File: src/rtl/radiation_sensor_app_pkg.sv
// Shared command/reply codes, reply buffer type and FSM state encoding for the
// radiation sensor tag application layer.
package radiation_sensor_app_pkg;

  localparam logic [7:0] CMD_READ_COUNT   = 8'h01;
  localparam logic [7:0] CMD_CLEAR        = 8'h02;
  localparam logic [7:0] CMD_READ_VERSION = 8'h03;

  localparam logic [7:0] RSP_READ_COUNT   = 8'h81;
  localparam logic [7:0] RSP_CLEAR        = 8'h82;
  localparam logic [7:0] RSP_READ_VERSION = 8'h83;
  localparam logic [7:0] RSP_UNKNOWN      = 8'hFF;

  localparam int REPLY_DEPTH = 4;

  typedef logic [REPLY_DEPTH-1:0][7:0] reply_buf_t;

  typedef enum logic [1:0] {
    IDLE,
    RX,
    DECODE,
    TX
  } AppState;

endpackage

File: src/rtl/hit_edge_detector.sv
// Two-flop synchroniser for the asynchronous hit level plus a one-cycle
// rising-edge pulse; synchronous active-high reset.
module hit_edge_detector (
  input  logic clk,
  input  logic rst,
  input  logic hit_async,
  output logic hit_pulse
);

  // [0],[1] form the synchroniser, [2] is the previous synchronised level.
  logic [2:0] sync_q;
  logic [2:0] sync_d;

  always_comb begin
    sync_d = {sync_q[1:0], hit_async};
  end

  always_ff @(posedge clk) begin
    if (rst) begin
      sync_q <= '0;
    end else begin
      sync_q <= sync_d;
    end
  end

  assign hit_pulse = sync_q[1] & ~sync_q[2];

endmodule

File: src/rtl/radiation_sensor_app.sv
// Radiation sensor tag application layer: hit counter, one-byte command decode
// and reply framing. RADIATION_SENSOR_APP_OVFL_STATUS_EN adds the ovf status byte.
module radiation_sensor_app #(
  parameter logic [7:0] VERSION = 8'h01
) (
  input  logic       clk,
  input  logic       rst,
  input  logic       hit_async,
  input  logic       rx_soc,
  input  logic       rx_eoc,
  input  logic [7:0] rx_data,
  input  logic       rx_data_valid,
  input  logic       rx_error,
  input  logic       resend_last,
  input  logic       tx_req,
  output logic [7:0] tx_data,
  output logic       tx_data_valid
);

  import radiation_sensor_app_pkg::*;

  logic hit_pulse;

  AppState    state_q,     state_d;
  logic [15:0] count_q,    count_d;
  logic        ovf_q,      ovf_d;
  logic [1:0]  rx_cnt_q,   rx_cnt_d;
  logic [7:0]  rx_byte_q,  rx_byte_d;
  reply_buf_t  buf_q,      buf_d;
  logic [2:0]  reply_len_q, reply_len_d;
  logic [1:0]  idx_q,      idx_d;
  logic [7:0]  tx_data_q,  tx_data_d;
  logic        tx_valid_q, tx_valid_d;

  reply_buf_t  reply_w;
  logic [2:0]  reply_len_w;

  hit_edge_detector u_hit_edge_detector (
    .clk       (clk),
    .rst       (rst),
    .hit_async (hit_async),
    .hit_pulse (hit_pulse)
  );

  // NOTE: every combinational output gets a default before any branch, so no path leaves it unassigned and no latch is inferred.
  always_comb begin
    reply_w     = '0;
    reply_len_w = 3'd1;
    case (rx_byte_q)
      CMD_READ_COUNT: begin
`ifdef RADIATION_SENSOR_APP_OVFL_STATUS_EN
        reply_w     = {count_q[7:0], count_q[15:8], {7'b0, ovf_q}, RSP_READ_COUNT};
        reply_len_w = 3'd4;
`else
        reply_w     = {8'h00, count_q[7:0], count_q[15:8], RSP_READ_COUNT};
        reply_len_w = 3'd3;
`endif
      end
      CMD_CLEAR: begin
        reply_w[0] = RSP_CLEAR;
      end
      CMD_READ_VERSION: begin
        reply_w[0]  = RSP_READ_VERSION;
        reply_w[1]  = VERSION;
        reply_len_w = 3'd2;
      end
      default: begin
        reply_w[0] = RSP_UNKNOWN;
      end
    endcase
  end

  // NOTE: blocking assignments here because later lines read earlier results in the same evaluation (e.g. rx_cnt_d, idx_d).
  always_comb begin
    state_d     = state_q;
    count_d     = count_q;
    ovf_d       = ovf_q;
    rx_cnt_d    = rx_cnt_q;
    rx_byte_d   = rx_byte_q;
    buf_d       = buf_q;
    reply_len_d = reply_len_q;
    idx_d       = idx_q;
    tx_data_d   = tx_data_q;
    tx_valid_d  = tx_valid_q;

    if (hit_pulse) begin
      if (count_q == 16'hFFFF) ovf_d = 1'b1;
      else                     count_d = count_q + 16'd1;
    end

    case (state_q)
      IDLE: begin
        if (rx_soc) begin
          state_d  = RX;
          rx_cnt_d = '0;
        end else if (resend_last && reply_len_q != 3'd0) begin
          state_d    = TX;
          idx_d      = '0;
          tx_data_d  = buf_q[0];
          tx_valid_d = 1'b1;
        end
      end
      RX: begin
        if (rx_soc) begin
          rx_cnt_d = '0;
        end else begin
          if (rx_data_valid) begin
            if (rx_cnt_q == 2'd0) rx_byte_d = rx_data;
            if (rx_cnt_q != 2'd2) rx_cnt_d = rx_cnt_q + 2'd1;
          end
          if (rx_eoc) state_d = (rx_cnt_d == 2'd1 && !rx_error) ? DECODE : IDLE;
        end
      end
      DECODE: begin
        buf_d       = reply_w;
        reply_len_d = reply_len_w;
        idx_d       = '0;
        tx_data_d   = reply_w[0];
        tx_valid_d  = 1'b1;
        state_d     = TX;
        // Overrides the hit increment above: a hit coinciding with CLEAR is dropped.
        if (rx_byte_q == CMD_CLEAR) begin
          count_d = '0;
          ovf_d   = 1'b0;
        end
      end
      TX: begin
        if (rx_soc) begin
          state_d    = RX;
          rx_cnt_d   = '0;
          tx_valid_d = 1'b0;
          tx_data_d  = '0;
        end else if (tx_req) begin
          if ({1'b0, idx_q} == reply_len_q - 3'd1) begin
            state_d    = IDLE;
            tx_valid_d = 1'b0;
            tx_data_d  = '0;
          end else begin
            idx_d     = idx_q + 2'd1;
            tx_data_d = buf_q[idx_d];
          end
        end
      end
      default: state_d = IDLE;
    endcase
  end

  // NOTE: the reply buffer is reset too, so a resend after reset finds reply_len 0 and stale data never leaks out.
  always_ff @(posedge clk) begin
    if (rst) begin
      state_q     <= IDLE;
      count_q     <= '0;
      ovf_q       <= 1'b0;
      rx_cnt_q    <= '0;
      rx_byte_q   <= '0;
      buf_q       <= '0;
      reply_len_q <= '0;
      idx_q       <= '0;
      tx_data_q   <= '0;
      tx_valid_q  <= 1'b0;
    end else begin
      state_q     <= state_d;
      count_q     <= count_d;
      ovf_q       <= ovf_d;
      rx_cnt_q    <= rx_cnt_d;
      rx_byte_q   <= rx_byte_d;
      buf_q       <= buf_d;
      reply_len_q <= reply_len_d;
      idx_q       <= idx_d;
      tx_data_q   <= tx_data_d;
      tx_valid_q  <= tx_valid_d;
    end
  end

  assign tx_data       = tx_data_q;
  assign tx_data_valid = tx_valid_q;

endmodule

File: config.mk
export PLATFORM = sky130hd
export DESIGN_NAME = radiation_sensor_app
export DESIGN_NICKNAME = d
export VERILOG_FILES = /design/src/rtl/radiation_sensor_app_pkg.sv /design/src/rtl/hit_edge_detector.sv /design/src/rtl/radiation_sensor_app.sv
export SDC_FILE = /design/constraint.sdc
export NUM_CORES = 1
export LEC_CHECK = 0
export CAP_MARGIN = 25
export CELL_PAD_IN_SITES_DETAIL_PLACEMENT = 0
export CELL_PAD_IN_SITES_GLOBAL_PLACEMENT = 1
export CORE_ASPECT_RATIO = 0.5
export CORE_MARGIN = 2
export CORE_UTILIZATION = 47
export DETAILED_ROUTE_END_ITERATION = 8
export GPL_ROUTABILITY_DRIVEN = 0
export GPL_TIMING_DRIVEN = 0
export HOLD_SLACK_MARGIN = 0.05
export PLACE_DENSITY = 0.87
export SYNTH_ARGS = -nofsm -noshare
export SYNTH_HDL_FRONTEND = slang
export SYNTH_HIERARCHICAL = 1
export SYNTH_SLANG_ARGS = --single-unit
File: constraint.sdc
create_clock -name clk -period 5.8 [get_ports clk]
set_clock_uncertainty 0.15 [all_clocks]
set_input_delay 0.87 -clock clk [delete_from_list [all_inputs] [get_ports clk]]
set_output_delay 0.87 -clock clk [all_outputs]
set_load 0.01 [all_outputs]
# After elaboration in Yosys (flattened, before gate mapping)
# Cells that the tools add are included.
[op_classes] addsub=4 magnitude_cmp=1 n_eq_ne=21 n_mux=44 bitwise=3 reduce_logical=15
[op_table] op="2-to-1 mux 16 bit" n=4
[op_table] op="2-to-1 mux 8 bit" n=7
[op_table] op="2-to-1 mux 2 bit" n=19
[op_table] op="case mux 8 bit (3 select lines)" n=1
[op_table] op="case mux 7 bit (3 select lines)" n=1
[op_table] op="adder 16 x 1 -> 16 bit (second input constant)" n=1
[op_table] op="binary-select mux 8 bit (select 2 bit)" n=1
[op_table] op="equality test 16 bit (second input constant)" n=1
[op_table] op="equality test 8 x 2 -> 1 bit (second input constant)" n=2
[op_table] op="!= test 2 bit (second input constant)" n=8
[op_table] op="case mux 8 bit (2 select lines)" n=1
[op_table] op="AND reduction 5 bit" n=2
[op_table] op="!= test 3 bit (second input constant)" n=3
[op_table] op="equality test 8 x 1 -> 1 bit (second input constant)" n=1
[op_table] op="case mux 2 bit (2 select lines)" n=2
[op_table] op="case mux 2 bit (4 select lines)" n=1
[op_table] op="AND reduction 4 bit" n=2
[op_table] op="case mux 2 bit (3 select lines)" n=1
[op_table] op="AND reduction 6 bit" n=1
[op_table] op="nonzero test 3 bit" n=2
[op_table] op="2-to-1 mux 1 bit" n=5
[op_table] op="adder 2 x 1 -> 2 bit (second input constant)" n=2
[op_table] op="equality test 2 x 1 -> 1 bit (second input constant)" n=2
[op_table] op="equality test 2 bit (second input constant)" n=2
[op_table] op="13 further kinds" n=16
[totals] ff_bits=77 input_bits=17 output_inout_bits=9 elab_cells=101

# Depth between registers and ports, before layout
# Gate-level depths: netlist (run 1).
[depth] ltp_word=11 depth_mapped=8 ltp_nobuf=7

# Cells and area by module
# Netlist (run 1), hierarchy kept.
[modules_own_cells] module="radiation_sensor_app" instances=1 cells_per_inst=357 area_per_inst_um2=3030.4 seq_area_each_um2=1221.2
[modules_own_cells] module="hit_edge_detector" instances=1 cells_per_inst=7 area_per_inst_um2=87.6 seq_area_each_um2=60.1

# Worst setup path after synthesis (run 1)
# OpenSTA, ideal clock, no wires.
[synth_timing] path_kind="in2reg" from="input rx_soc" to="register tx_data_q[6], in the netlist tx_data[6]" setup_time_ns=0.134 t_arrival_ns=1.925 t_required_ns=5.516 slack_ns=3.592 cell_stages=6 n_path_buf=1 cell_sequence="buf_2 > nand2b_1 > nor2_1 > nor2_1 > and3_1 > a211oi_1"
[synth_between] elab_chain_len=2 word_cells_on_any_way=5 cone_classes="eq/ne (2); mux (2); reduce/logical (1)"
[synth_lines] item="start, declared" line_no="radiation_sensor_app.sv:9" text="input logic rx_soc,"
[synth_lines] item="!= test 3 bit (no line) (tied with other cells)"
[synth_lines] item="AND reduction 4 bit (no line) / case mux 8 bit (3 select lines) (equally long branches)"
[synth_lines] item="end signal, assigned" line_no="radiation_sensor_app.sv:170" text="tx_data_q <= tx_data_d;"
[synth_lines] item="end, declared" line_no="radiation_sensor_app.sv:32" text="logic [7:0] tx_data_q, tx_data_d;"
# Parallel ways exist; a longest one is shown, timed or not.
# A chain may end at the register's enable or synchronous reset.

# Worst setup path in the final report (run 1)
[layout_timing] from="input rx_soc" to="register tx_data_q[4], in the netlist tx_data[4]"
# The elaborated chain is that of the path after synthesis.

==> flow_summary_export.csv, run 1 <==
group,metric,value,unit
run_status,status,"complete, no violations",
placement,dp_slack,2.72,ns
grt,antenna_found_initial,0,
power,power_density,395,mW/mm²
grt,grt_usage,21.9,%
grt,grt_pass1_wl,12.2,mm
floorplanning,start_util,50.0,%
clock_tree,postCtsSetupBuffers,0,
detailed_routing,vias,2731,
sta,hold_ws,0.283,ns
sta,setup_tns,0,ns
setup_path,crit_arrival,2.84,ns
setup_path,end_kind,"flop",
clock_tree,ctsRootBufferMaster,"clkbuf_16",
floorplanning,core,0.00623,mm²
power,p_int,1.01,mW
sta,slew_headroom,52.2,%
hold_path,worstHoldPathType,"reg -> reg",
placement,dp_hpwl,5.37,mm
sta,slew_violations,0,
synth,synth_top_area_cell,"dfxtp_1",
setup_path,reg2regPathDepth,7,
layout,final_area,0.00377,mm²
floorplanning,io_pins,26,
layout,stdcell_count,492,
synth,syn_nets,389,
placement,dp_cells,477,
clock_tree,clk_pin_slew,0.05,ns
sta,worst_slack,2.99,ns
sta,tightestPinTransition,0.717,ns
grt,grt_max_degree,11,
detailed_routing,drt-total-wl,7.42,mm
grt,grt_pass1_vias,2635,
clock_tree,insertion_delay,0.33,ns
power,p_leak,1.32,nW
sta,hold_violations,0,
clock_tree,cts_resized,0,
synth,async_flop_share,0,%
floorplanning,die_area,0.00734,mm²
layout,syn_to_final_growth,20.8,%
flow_run,drv_cap,0,
synth,ys.flop_type,"dfxtp_1",
floorplanning,row_count,20,
sta,period_minus_slack,2.81,ns
synth,netlist_area,0.00312,mm²
power,swShare,31.7,%
detailed_routing,wire_per_inst,15.1,µm
setup_path,start_kind,"input pin",
synth,ys_warn_count,6,
power,p_sw,0.472,mW
synth,avgSynthCellArea,8.57,µm²
power,seq_power_share,35.2,%
clock_tree,max-clock-path-buffers,2,
setup_path,path_class,"in -> reg",
synth,synth_top_area_share,41.1,%
clock_tree,cts.sinks,64,
hold_path,hold_depth,1,
setup_path,required,5.84,ns
floorplanning,dieWidth,119,µm
placement,place_area,0.00348,mm²
sta,fmax,356,MHz
layout,antenna_cells,0,
layout,final_nets,425,
clock_tree,htree_num_levels,3,
clock_tree,tritoncts,"done",
detailed_routing,drtIter0Drc,140,
placement,portBuffers,25,
detailed_routing,final_antenna_net_count,0,
power,ir_drop,138,µV
power,power.share.combinational,29.7,%
synth,synth_sequential_area_ratio,41.1,%
grt,grt.overflow.total,0,
synth,synth_cell_types,49,
setup_path,cp_max_fo,10,
power,power_frac_clock,35.1,%
sta,setup_violations,0,
detailed_routing,viasPerCell,5.55,
clock_tree,ctsHoldBuffers,0,
synth,syn_inst,364,
synth,synth_edf_count,0,
sta,grt_setup_unrepaired,"false",
detailed_routing,drt_pass1_iterations,4,
synth,synth-seq-cells,64,
floorplanning,die_h,61.6,µm
sta,fin_crit_sh,48.4,%
layout,layout-drive-gt1-share,7.18,%
clock_tree,cts-buffers-inserted,9,
detailed_routing,drc,0,
synth,synthTopCellsByArea,"dfxtp_1, nor2_1, mux2i_1",
==> path summary, 6_finish.rpt <==
kind                                                                from                                       end  slack (ns)
worst min register to register  u_hit_edge_detector/sync_q[0]$_SDFF_PP0_  u_hit_edge_detector/sync_q[1]$_SDFF_PP0_        0.28
worst max-delay path                                              rx_soc                   tx_data[4]$_SDFFE_PP0P_        2.99
worst min-delay path            u_hit_edge_detector/sync_q[0]$_SDFF_PP0_  u_hit_edge_detector/sync_q[1]$_SDFF_PP0_        0.28
worst max register to register                   state_q[0]$_SDFFE_PP0P_                   tx_data[4]$_SDFFE_PP0P_        3.42
==> registers in the layout, indices dropped and copies added (netlist names) <==
signal / count
tx_data: 8
reply_len_q: 2
count_q: 16
idx_q: 2
rx_cnt_q: 2
state_q: 2
rx_byte_q: 8
tx_data_valid: 1
u_hit_edge_detector/sync_q: 3
buf_q: 20
==> worst max-delay path: stages <==
cell and delay, ns:
clkdlybuf4s50_1 0.47, buf_2 0.20, nand2b_1 0.20, nor2_1 0.07, nor2_1 0.54, and3_1 0.38
a211oi_1 0.11
==> metrics by stage <==
step	util, %	power, mW
after floorplan	-	0.827
after global placement	55.8	0.953
after detailed placement	55.8	0.964
after CTS	60.4	1.49
after global routing	60.4	1.56
final	60.4	1.49
==> power by group through the flow <==
stage	registers, mW	logic (mW)	clock network, mW
after floorplan	0.533	0.294	0
after global placement	0.529	0.424	0
after detailed placement	0.531	0.433	0
after CTS	0.522	0.440	0.532
after global routing	0.529	0.482	0.550
final	0.523	0.441	0.522
==> Yosys cell counts, types with 3 or more instances <==
master / n
xor2_1: 4
and3_1: 4
inv_1: 11
nand2_1: 26
a311oi_1: 3
clkbuf_1: 9
mux2_2: 3
nand3_1: 11
nand4_1: 4
nor2b_1: 5
a21oi_1: 32
nor3_1: 6
xnor2_1: 10
nor2_1: 55
o21ai_0: 14
o211ai_1: 3
ha_1: 8
dfxtp_1: 64
nor3b_1: 8
a21boi_0: 5
mux2i_1: 19
a211oi_1: 10
nand2b_1: 14
==> final cells by class <==
cell class | count | area (µm²)
Fill cell | 555 | 2460
Tap cell | 88 | 110
Multi-Input combinational cell | 273 | 1720
Buffer | 16 | 77.6
Clock inverter | 4 | 45.0
Sequential cell | 64 | 1280
Inverter | 11 | 41.3
Timing Repair Buffer | 25 | 250
Clock buffer | 11 | 243
==> logic make-up (layout without fill, tap and decap cells) <==
logic type	count (synthesis)	after routing	synth area share [%]
and+or+nand+nor	148	148	24.3
muxes	22	22	7.18
DFF	64	64	41.1
adders and majority gates	8	8	3.21
xor gates and xnor gates	14	14	3.93
buffers and inverters	27	67	3.81
AOI/OAI and AO/OA	81	81	16.5
==> cell usage in the layout, fill, tap and decap left out, types with 3 or more instances in the layout <==
cell type,count
a21boi_0,5
a21oi_1,32
nor2b_1,5
clkdlybuf4s50_1,25
a211oi_1,10
nand2b_1,14
o211ai_1,3
xor2_1,4
nor3b_1,8
o21ai_0,14
dfxtp_1,64
nor3_1,6
clkbuf_1,10
nand4_1,4
mux2_2,3
nand3_1,11
ha_1,8
clkinv_2,3
and3_1,4
mux2i_1,19
nand2_1,26
clkbuf_16,9
inv_1,11
a311oi_1,3
nor2_1,55
xnor2_1,10
==> per-layer routing <==
metal  track usage (%)  routed length [µm]  up-vias
met1              26.6                3560     1291
met4              8.50                 123        0
met5                 0                   0        -
met2              37.4                3320       66
li1                  -                   -     1360
met3              7.13                 423       14
No activity file was read; power rests on OpenSTA's default activity.
==> inputs of run 2 (changes only) <==
Settings changed: CORE_UTILIZATION 47 to 39, PLACE_DENSITY 0.87 to 0.78.
Clock period 5.8 ns to 2.28 ns, I/O delays scaled along.
==> run 2 against run 1 <==
  * Non-clock buffer count rose by 1
  * Register-to-register slack lost 3.3 ns
  * Critical path depth is 3 lower
  * Sequential power increased to 2.5 times the previous value
  * Global-route usage is 3.3 points lower
  * Clock power up 140%
  * Power increased to 2.6 times the previous value
  * Highest routed layer unchanged
  * Clock-buffer cell count increased by 1
  * Wire length is 0.71% higher
  * Critical endpoint is now tx_data[6]$_SDFFE_PP0P_
  * Via count fell by 0.33%
==> flow_summary_export.csv, run 2 (synthesis gave the netlist of run 1 again) <==
group,metric,value,unit
sta,period_minus_slack,2.17,ns
setup_path,path_class,"reg -> reg",
setup_path,crit_chain,"or4_4 -> o41ai_1 -> and3_2 -> a211oi_1",
power,p_leak,1.33,nW
layout,multi_input_area,0.00177,mm²
layout,largest_reg_flops,20,
layout,reg_top3,"buf_q: 20 flops, count_q: 16 flops",
clock_tree,clk_pin_slew,0.05,ns
sta,slew_headroom,61.3,%
grt,grt_pass1_vias,2616,
floorplanning,row_count,22,
setup_path,crit_start,"rx_byte_q[7]$_SDFFE_PP0P_",
placement,portBuffers,25,
grt,grt.overflow.total,0,
detailed_routing,wire_per_inst,14.6,µm
power,p_sw,1.24,mW
layout,final_common_cell,"dfxtp_1",
clock_tree,max-clock-path-buffers,2,
power,power_frac_clock,32.9,%
setup_path,start_kind,"flop",
setup_path,crit_slowest_cell,"or4_4",
detailed_routing,vias,2722,
sta,slew_violations,0,
setup_path,end_kind,"flop",
power,swShare,32.6,%
setup_path,cp_max_fo,5,
floorplanning,die_area,0.00877,mm²
setup_path,worstReg2RegStart,"rx_byte_q[7]$_SDFFE_PP0P_",
sta,tightestPinTransition,0.565,ns
layout,final_nets,426,
grt,grt_pass1_wl,12.4,mm
sta,setup_violations,0,
sta,fin_crit_sh,95.2,%
floorplanning,io_pins,26,
detailed_routing,final_antenna_net_count,0,
clock_tree,tritoncts,"done",
sta,fmax,461,MHz
power,power.share.combinational,32.2,%
clock_tree,cts.sinks,64,
clock_tree,ctsRootBufferMaster,"clkbuf_16",
grt,grt_max_degree,11,
layout,antenna_cells,0,
layout,layout-drive-gt1-share,10.4,%
clock_tree,insertion_delay,0.33,ns
floorplanning,die_h,67.2,µm
hold_path,worstHoldPathType,"reg -> reg",
sta,hold_ws,0.290,ns
grt,antenna_found_initial,0,
detailed_routing,drt_pass1_iterations,5,
detailed_routing,drt-total-wl,7.48,mm
placement,dp_hpwl,5.32,mm
sta,hold_violations,0,
layout,syn_to_final_growth,23.2,%
power,power_density,991,mW/mm²
layout,largest_register,"buf_q",
sta,grt_setup_unrepaired,"false",
setup_path,cp_slowest_stage_delay,0.57,ns
hold_path,hold_path_startpoint,"u_hit_edge_detector/sync_q[0]$_SDFF_PP0_",
layout,fillers,725,
layout,ff_latch_area,0.00128,mm²
run_status,status,"complete, no violations",
grt,grt_usage,18.5,%
power,power.total,3.80,mW
layout,final_cell_mix,"dfxtp_1, nor2_1, a21oi_1",
floorplanning,core,0.00754,mm²
power,p_int,2.56,mW
power,seq_power_share,34.9,%
setup_path,required,2.32,ns
detailed_routing,drtIter0Drc,158,
power,ir_drop,404,µV
clock_tree,htree_num_levels,3,
setup_path,crit_arrival,2.21,ns
clock_tree,cts-buffers-inserted,9,
detailed_routing,viasPerCell,5.31,
flow_run,drv_cap,0,
floorplanning,dieWidth,130,µm
floorplanning,start_util,41.3,%
detailed_routing,drc,0,
[run 2: area by class of cell]
class                   instances  share of cell area [%]
inverters                      11                    1.08
multi-input cells             273                    46.0
clock inverters                 3                   0.456
well taps                     108                    3.52
flip-flops and latches         64                    33.4
clock buffers                  12                    6.68
plain buffers                  15                    2.02
repair buffers                 27                    6.91
[run 2: per-layer routing]
layer | track usage (%) | part of all wire, % | vias to the layer above
met2 | 30.1 | 44 | 50
met5 | 0 | 0 | -
li1 | - | - | 1364
met3 | 5.23 | 4.2 | 9
met4 | 6.12 | 1.1 | 0
met1 | 24.2 | 50 | 1299
[run 2: worst max-delay path: cells and delay by family, from the launching register on]
kind               cells  cell delay (ns)
AOI/OAI and AO/OA      2             0.65
DFF                    1             0.31
and+or+nand+nor        2             0.92
[run 2: final timing paths]
path,to,slack (ns),depth (start not counted)
max,tx_data[6]$_SDFFE_PP0P_,0.11,4
min,u_hit_edge_detector/sync_q[1]$_SDFF_PP0_,0.29,1
max reg2reg,tx_data[6]$_SDFFE_PP0P_,0.11,4
min reg2reg,u_hit_edge_detector/sync_q[1]$_SDFF_PP0_,0.29,1
[run 2: per-stage QoR]
step / utilization [%] / setup slack, ns / cell area (µm²) / instances / TNS [ns]
3_5_place_dp: 46.4 / -0.330 / 3500 / 497 / -3.38
6_report: 50.9 / 0.109 / 3840 / 513 / 0
3_3_place_gp: 46.4 / -0.284 / 3500 / 497 / -2.44
2_1_floorplan: - / 0.334 / 3120 / 364 / 0
5_1_grt: 50.9 / 0.0219 / 3840 / 513 / 0
4_1_cts: 50.2 / 0.0351 / 3790 / 512 / 0
[run 2: repair_timing]
action,4_1_cts,5_1_grt
gates resized for setup,4,10
hold buffers,0,0
setup endpoints to repair,24,35
buffers inserted,0,2
pin swaps,0,1
[run 2: power groups by stage]
stage / combinational [mW] / sequential, mW / clock (mW)
2_1_floorplan: 0.749 / 1.36 / 0
3_3_place_gp: 1.08 / 1.35 / 0
3_5_place_dp: 1.11 / 1.35 / 0
4_1_cts: 1.13 / 1.33 / 1.28
5_1_grt: 1.35 / 1.34 / 1.33
6_report: 1.22 / 1.33 / 1.25
==> RTL edit 1 (settings of run 2) <==
Add a define of `RADIATION_SENSOR_APP_OVFL_STATUS_EN`.
--- a/src/rtl/radiation_sensor_app.sv
+++ b/src/rtl/radiation_sensor_app.sv
@@ -1,5 +1,7 @@
 // Radiation sensor tag application layer: hit counter, one-byte command decode
 // and reply framing. RADIATION_SENSOR_APP_OVFL_STATUS_EN adds the ovf status byte.
+`define RADIATION_SENSOR_APP_OVFL_STATUS_EN
+
 module radiation_sensor_app #(
   parameter logic [7:0] VERSION = 8'h01
 ) (
Formal check against the unedited RTL: not equivalent (a bounded check fails within 10 cycles, from zero or initial values and one cycle with rst high).
==> RTL edit 1 against run 2 <==
Routed wire length rose by 5.3%. Sequential cell count rose by 3. Final cell count rose by 0.78%. Setup slack got worse by 23 ps. Cell area rose by 1.6%. Critical path depth rose by 4. Count of clock-buffer cells in the layout fell by 1. Worst hold slack improved by 1.2 ps. Synthesized area rose by 2.6%. Global-route usage rose by 0.11 points. Total power fell by 2.4%.
==> RTL edit 1: results (changes against run 2) <==
Power
  – Leakage power total: 1.38 nW (+3.9%)
  – Max VDD drop: 0.000463 V (+15%)
  – Net Sw Frac: 30.0% (-2.6 points)
  – Clock network power: 1.37 mW (+9.6%)
  – Total Power: 3.71 mW (-2.4%)

Layout
  – Top flop regs: buf_q: 21 flops, count_q: 16 flops
  – Final nets: 427 (+0.23%)
  – Share of layout cells above drive strength 1: 11.4% (+0.99 points)
  – Final Non-Filler Cells: 517 (+0.78%)
  – Synth-to-Final Area Change: 21.9%
  – Fill count: 750 (+3.4%)

Global routing
  – Met1 usage: 24.0% (-0.17 points)
  – First-pass GRT wire length: 13.1 mm (+5.7%)
  – Global router's overall resource usage: 18.6% (+0.11 points)
  – Vias in the first global route: 2,658 (+1.6%)
  – Met2 Track Usage GR: 30.9% (+0.75 points)
  – Initial antenna violation count: 0 (unchanged)
  – Largest net degree at the start of global routing: 12 (+1)

Detailed routing
  – WL met2: 3.54 mm (+7.0%)
  – DR iter-0 viols: 186 (+18%)
  – Met1 WL: 3.89 mm (+3.3%)
  – Drt total wl: 7.88 mm (+5.3%)
  – Met3 wire length: 353 um (+13%)
  – Total number of vias: 2,820 (+3.6%)

Placement
  – Placed Area: 0.00359 sq mm (+2.4%)
  – Placement Setup Slack: -22.9 ps (+307 ps)
  – Inst Count DP: 500 (+0.60%)

Setup path
  – Worst path arrival time: 2230 ps (+20 ps)
  – Crit Path Max Fanout: 10 (+5)
  – Slowest Stage Delay on Critical Path: 390 ps (-180 ps)
  – Worst path slowest cell: dfxtp_1

Logic synthesis
  – Cell count after synthesis: 363 (-0.27%)
  – Synth top cells by count: dfxtp_1, nor2_1, a21oi_1, nand2_1, a22oi_1
  – Sequential share of the synthesized area: 41.9% (+0.85 points)

Clock network
  – CTS resizes: 0 (-4)

Run status
  – Outcome: finished clean

STA
  – Worst rel slew slack: 55.5% (-5.8 points)
==> RTL edit 1: cell types whose count changed after synthesis, moves of 6 or more <==
cell / before / now
mux2i_1: 19 / 0
a22oi_1: 1 / 18
nand2b_1: 14 / 5
nor3b_1: 8 / 1
nor2_1: 55 / 44
xnor2_1: 10 / 4
a211oi_1: 10 / 3
==> RTL edit 1: cell families (layout without fill, tap and decap cells) <==
logic type	after synthesis	in the layout	share of synthesized area, %
AO/OA/AOI/OAI	100	100	22.4
adder cells (fa/ha/maj)	9	9	3.52
multiplexers	3	3	1.41
flip-flops	67	67	41.9
AND/OR/NAND/NOR	141	141	23.1
buffers and inverters	32	74	4.38
XOR/XNOR	11	11	3.25
==> RTL edit 1: worst max-delay path, delay by kind of cell (launching register included) <==
family	cells	cell delay [ps]
AO/OA/AOI/OAI	4	670
flip-flops	1	390
AND/OR/NAND/NOR	1	250
buffers and inverters	2	350
adder cells (fa/ha/maj)	1	230
==> RTL edit 1: worst paths after layout <==
path | start | to | slack, ps | depth (start not counted)
worst min register to register | u_hit_edge_detector/sync_q[0]$_SDFF_PP0_ | u_hit_edge_detector/sync_q[1]$_SDFF_PP0_ | 290 | 1
worst max-delay path | state_q[1]$_SDFFE_PP0P_ | tx_data[6]$_SDFFE_PP0P_ | 90 | 8
worst min-delay path | u_hit_edge_detector/sync_q[0]$_SDFF_PP0_ | u_hit_edge_detector/sync_q[1]$_SDFF_PP0_ | 290 | 1
worst max register to register | state_q[1]$_SDFFE_PP0P_ | tx_data[6]$_SDFFE_PP0P_ | 90 | 8
==> RTL edit 1: final cells by class <==
class	count	area share, %
plain buffers	17	2.21
clock buffers	11	6.22
clock inverters	4	1.32
inverters	15	1.44
multi-input cells	264	44.0
flip-flops and latches	67	34.4
well taps	112	3.59
repair buffers	27	6.80
==> RTL edit 2 (settings of run 2) <==
Made on the original files. The 4 states of `AppState` get a one-hot encoding in 4 bits.
--- a/src/rtl/radiation_sensor_app_pkg.sv
+++ b/src/rtl/radiation_sensor_app_pkg.sv
@@ -15,11 +15,11 @@
 
   typedef logic [REPLY_DEPTH-1:0][7:0] reply_buf_t;
 
-  typedef enum logic [1:0] {
-    IDLE,
-    RX,
-    DECODE,
-    TX
+  typedef enum logic [3:0] {
+    IDLE   = 4'b0001,
+    RX     = 4'b0010,
+    DECODE = 4'b0100,
+    TX     = 4'b1000
   } AppState;
 
 endpackage
Check against the original RTL: same outputs for any inputs over 4 cycles, from zero or initial values and one cycle with rst high; so few cycles prove little.
==> RTL edit 2 against run 2 <==
Utilization grew 0.52 points. Sequential cell count rose by 2. First-iteration DRC count decreased by 3.2%. Setup slack got worse by 8.0 ps. Synthesized cell count grew 3.3%. Final cell count rose by 2.1%. Routed wire length is 1.5% higher. Count of clock-buffer cells in the layout decreased by 2. Synthesized area fell by 0.20%. Cell area is 0.65% higher. Highest routed layer unchanged.
Power is not compared: it rests on default switching activity, and its combinational part moved more than twofold at a synthesized area within 25%.
==> RTL edit 2: results (changes against run 2) <==
Hold path
  – WHS Endpoint: reply_len_q[1]$_SDFFE_PP0N_
  – Worst Hold Depth: 2 (+1)
  – Hold_sp: reply_len_q[1]$_SDFFE_PP0N_

Placement
  – PortBufs: 24 (-4.0%)
  – Inst Count DP: 508 (+2.2%)
  – Placed Area: 0.00349 sq mm (-0.46%)
  – HPWL after DPL: 5.52 mm (+3.7%)

Logic synthesis
  – Main area contributors after synthesis: dfxtp_1, nand2_1, mux2i_1
  – Synth Net Count: 396 (+1.8%)
  – Syn_area_per_cell: 8.28 sq um (-3.4%)
  – Sequential share of the synthesized area: 42.5% (+1.4 points)

Global routing
  – Vias in the first global route: 2,724 (+4.1%)
  – Initial antenna violation count: 0 (unchanged)
  – Largest net degree at the start of global routing: 13 (+2)
  – First-pass GRT wire length: 13.1 mm (+5.4%)

Detailed routing
  – Drt wl/cell: 14.5 um (-0.61%)
  – Drt total wl: 7.59 mm (+1.5%)
  – Pre-antenna DRT Iters: 4 (-1)
  – Total number of vias: 2,773 (+1.9%)

STA
  – Worst slew pin tran: 602 ps (+37.1 ps)
  – Hold WS: 302 ps (+12.5 ps)

Setup path
  – R2r worst-path depth: 8 (+4)
  – Crit Path Max Fanout: 10 (+5)
  – R2r endpoint: buf_q[12]$_SDFFE_PP0N_
  – Worst path arrival time: 2250 ps (+40 ps)

Layout
  – Share of layout cells above drive strength 1: 10.1% (-0.27 points)
  – Fill count: 719 (-0.83%)
  – Final nets: 431 (+1.2%)

Run status
  – Outcome: finished clean
## RTL edit 2: cell count changes after synthesis, sizes merged, moves of 5 or more
cell and delta:
nand2 +26, nor2 -16, nand2b -15, o21ai +9
a211oi -7, clkbuf +7, a21boi -5, ha -5
nor3 +5, nor3b -5
## RTL edit 2: metrics by stage
step	setup WS, ps	power, mW	utilization, %	TNS (ps)
2_1_floorplan	271	1.28	-	0
3_3_place_gp	-184	1.33	46.4	-2270
3_5_place_dp	-233	1.33	46.4	-3010
4_1_cts	18.1	2.85	51.0	0
5_1_grt	-1.32	2.91	51.4	-1.32
6_report	101	2.81	51.4	0
## RTL edit 2: area by class of cell
type	instances	share of cell area, %
clock buffer	10	6.18
multi-input combinational	277	43.9
timing repair buffer	25	6.41
inverter	12	1.17
buffer	20	2.30
tap	108	3.50
clock inverter	6	2.30
sequential	66	34.2
## RTL edit 2: cells by family after synthesis
group                    synth area share, %
adder cells (fa/ha/maj)                 1.21
AND/OR/NAND/NOR                         23.4
XOR/XNOR                                4.22
multiplexers                            6.84
AO/OA/AOI/OAI                           17.5
buffers and inverters                   4.30
flip-flops                              42.5
## RTL edit 2: critical path, delay by kind of cell, from the launching register on
kind / cells / cell delay [ps]
and+or+nand+nor: 3 / 880
buffers and inverters: 3 / 500
AOI/OAI and AO/OA: 2 / 250
DFF: 1 / 290
## RTL edit 2: metal layers
| metal | global-route usage [%] | wire length [um] |
|---|---|---|
| met3 | 6.58 | 318 |
| met4 | 9.01 | 87 |
| met1 | 25.3 | 3860 |
| met5 | 0 | 0 |
| met2 | 30.3 | 3320 |
## RTL edit 2: worst max path at each step
| stage | cells after the start | end | from |
|---|---|---|---|
| 3_5_place_dp | 5 | count_q[3]$_SDFF_PP0_ | rx_byte_q[7]$_SDFFE_PP0P_ |
| 6_report | 8 | buf_q[12]$_SDFFE_PP0N_ | state_q[1]$_SDFFE_PP0P_ |
| 3_3_place_gp | 5 | count_q[12]$_SDFF_PP0_ | rx_byte_q[7]$_SDFFE_PP0P_ |
| 5_1_grt | 8 | buf_q[12]$_SDFFE_PP0N_ | state_q[1]$_SDFFE_PP0P_ |
| 2_1_floorplan | 8 | buf_q[20]$_SDFFE_PP0N_ | state_q[1]$_SDFFE_PP0P_ |
| 4_1_cts | 6 | count_q[3]$_SDFF_PP0_ | state_q[1]$_SDFFE_PP0P_ |
## RTL edit 2: power by group through the flow
stage               sequential, mW  combinational (mW)  clock, mW
finish                        1.17               0.137       1.50
global route                  1.17               0.153       1.59
CTS                           1.17               0.136       1.54
detailed placement            1.20               0.135          0
global placement              1.20               0.133          0
floorplan                     1.19              0.0822          0
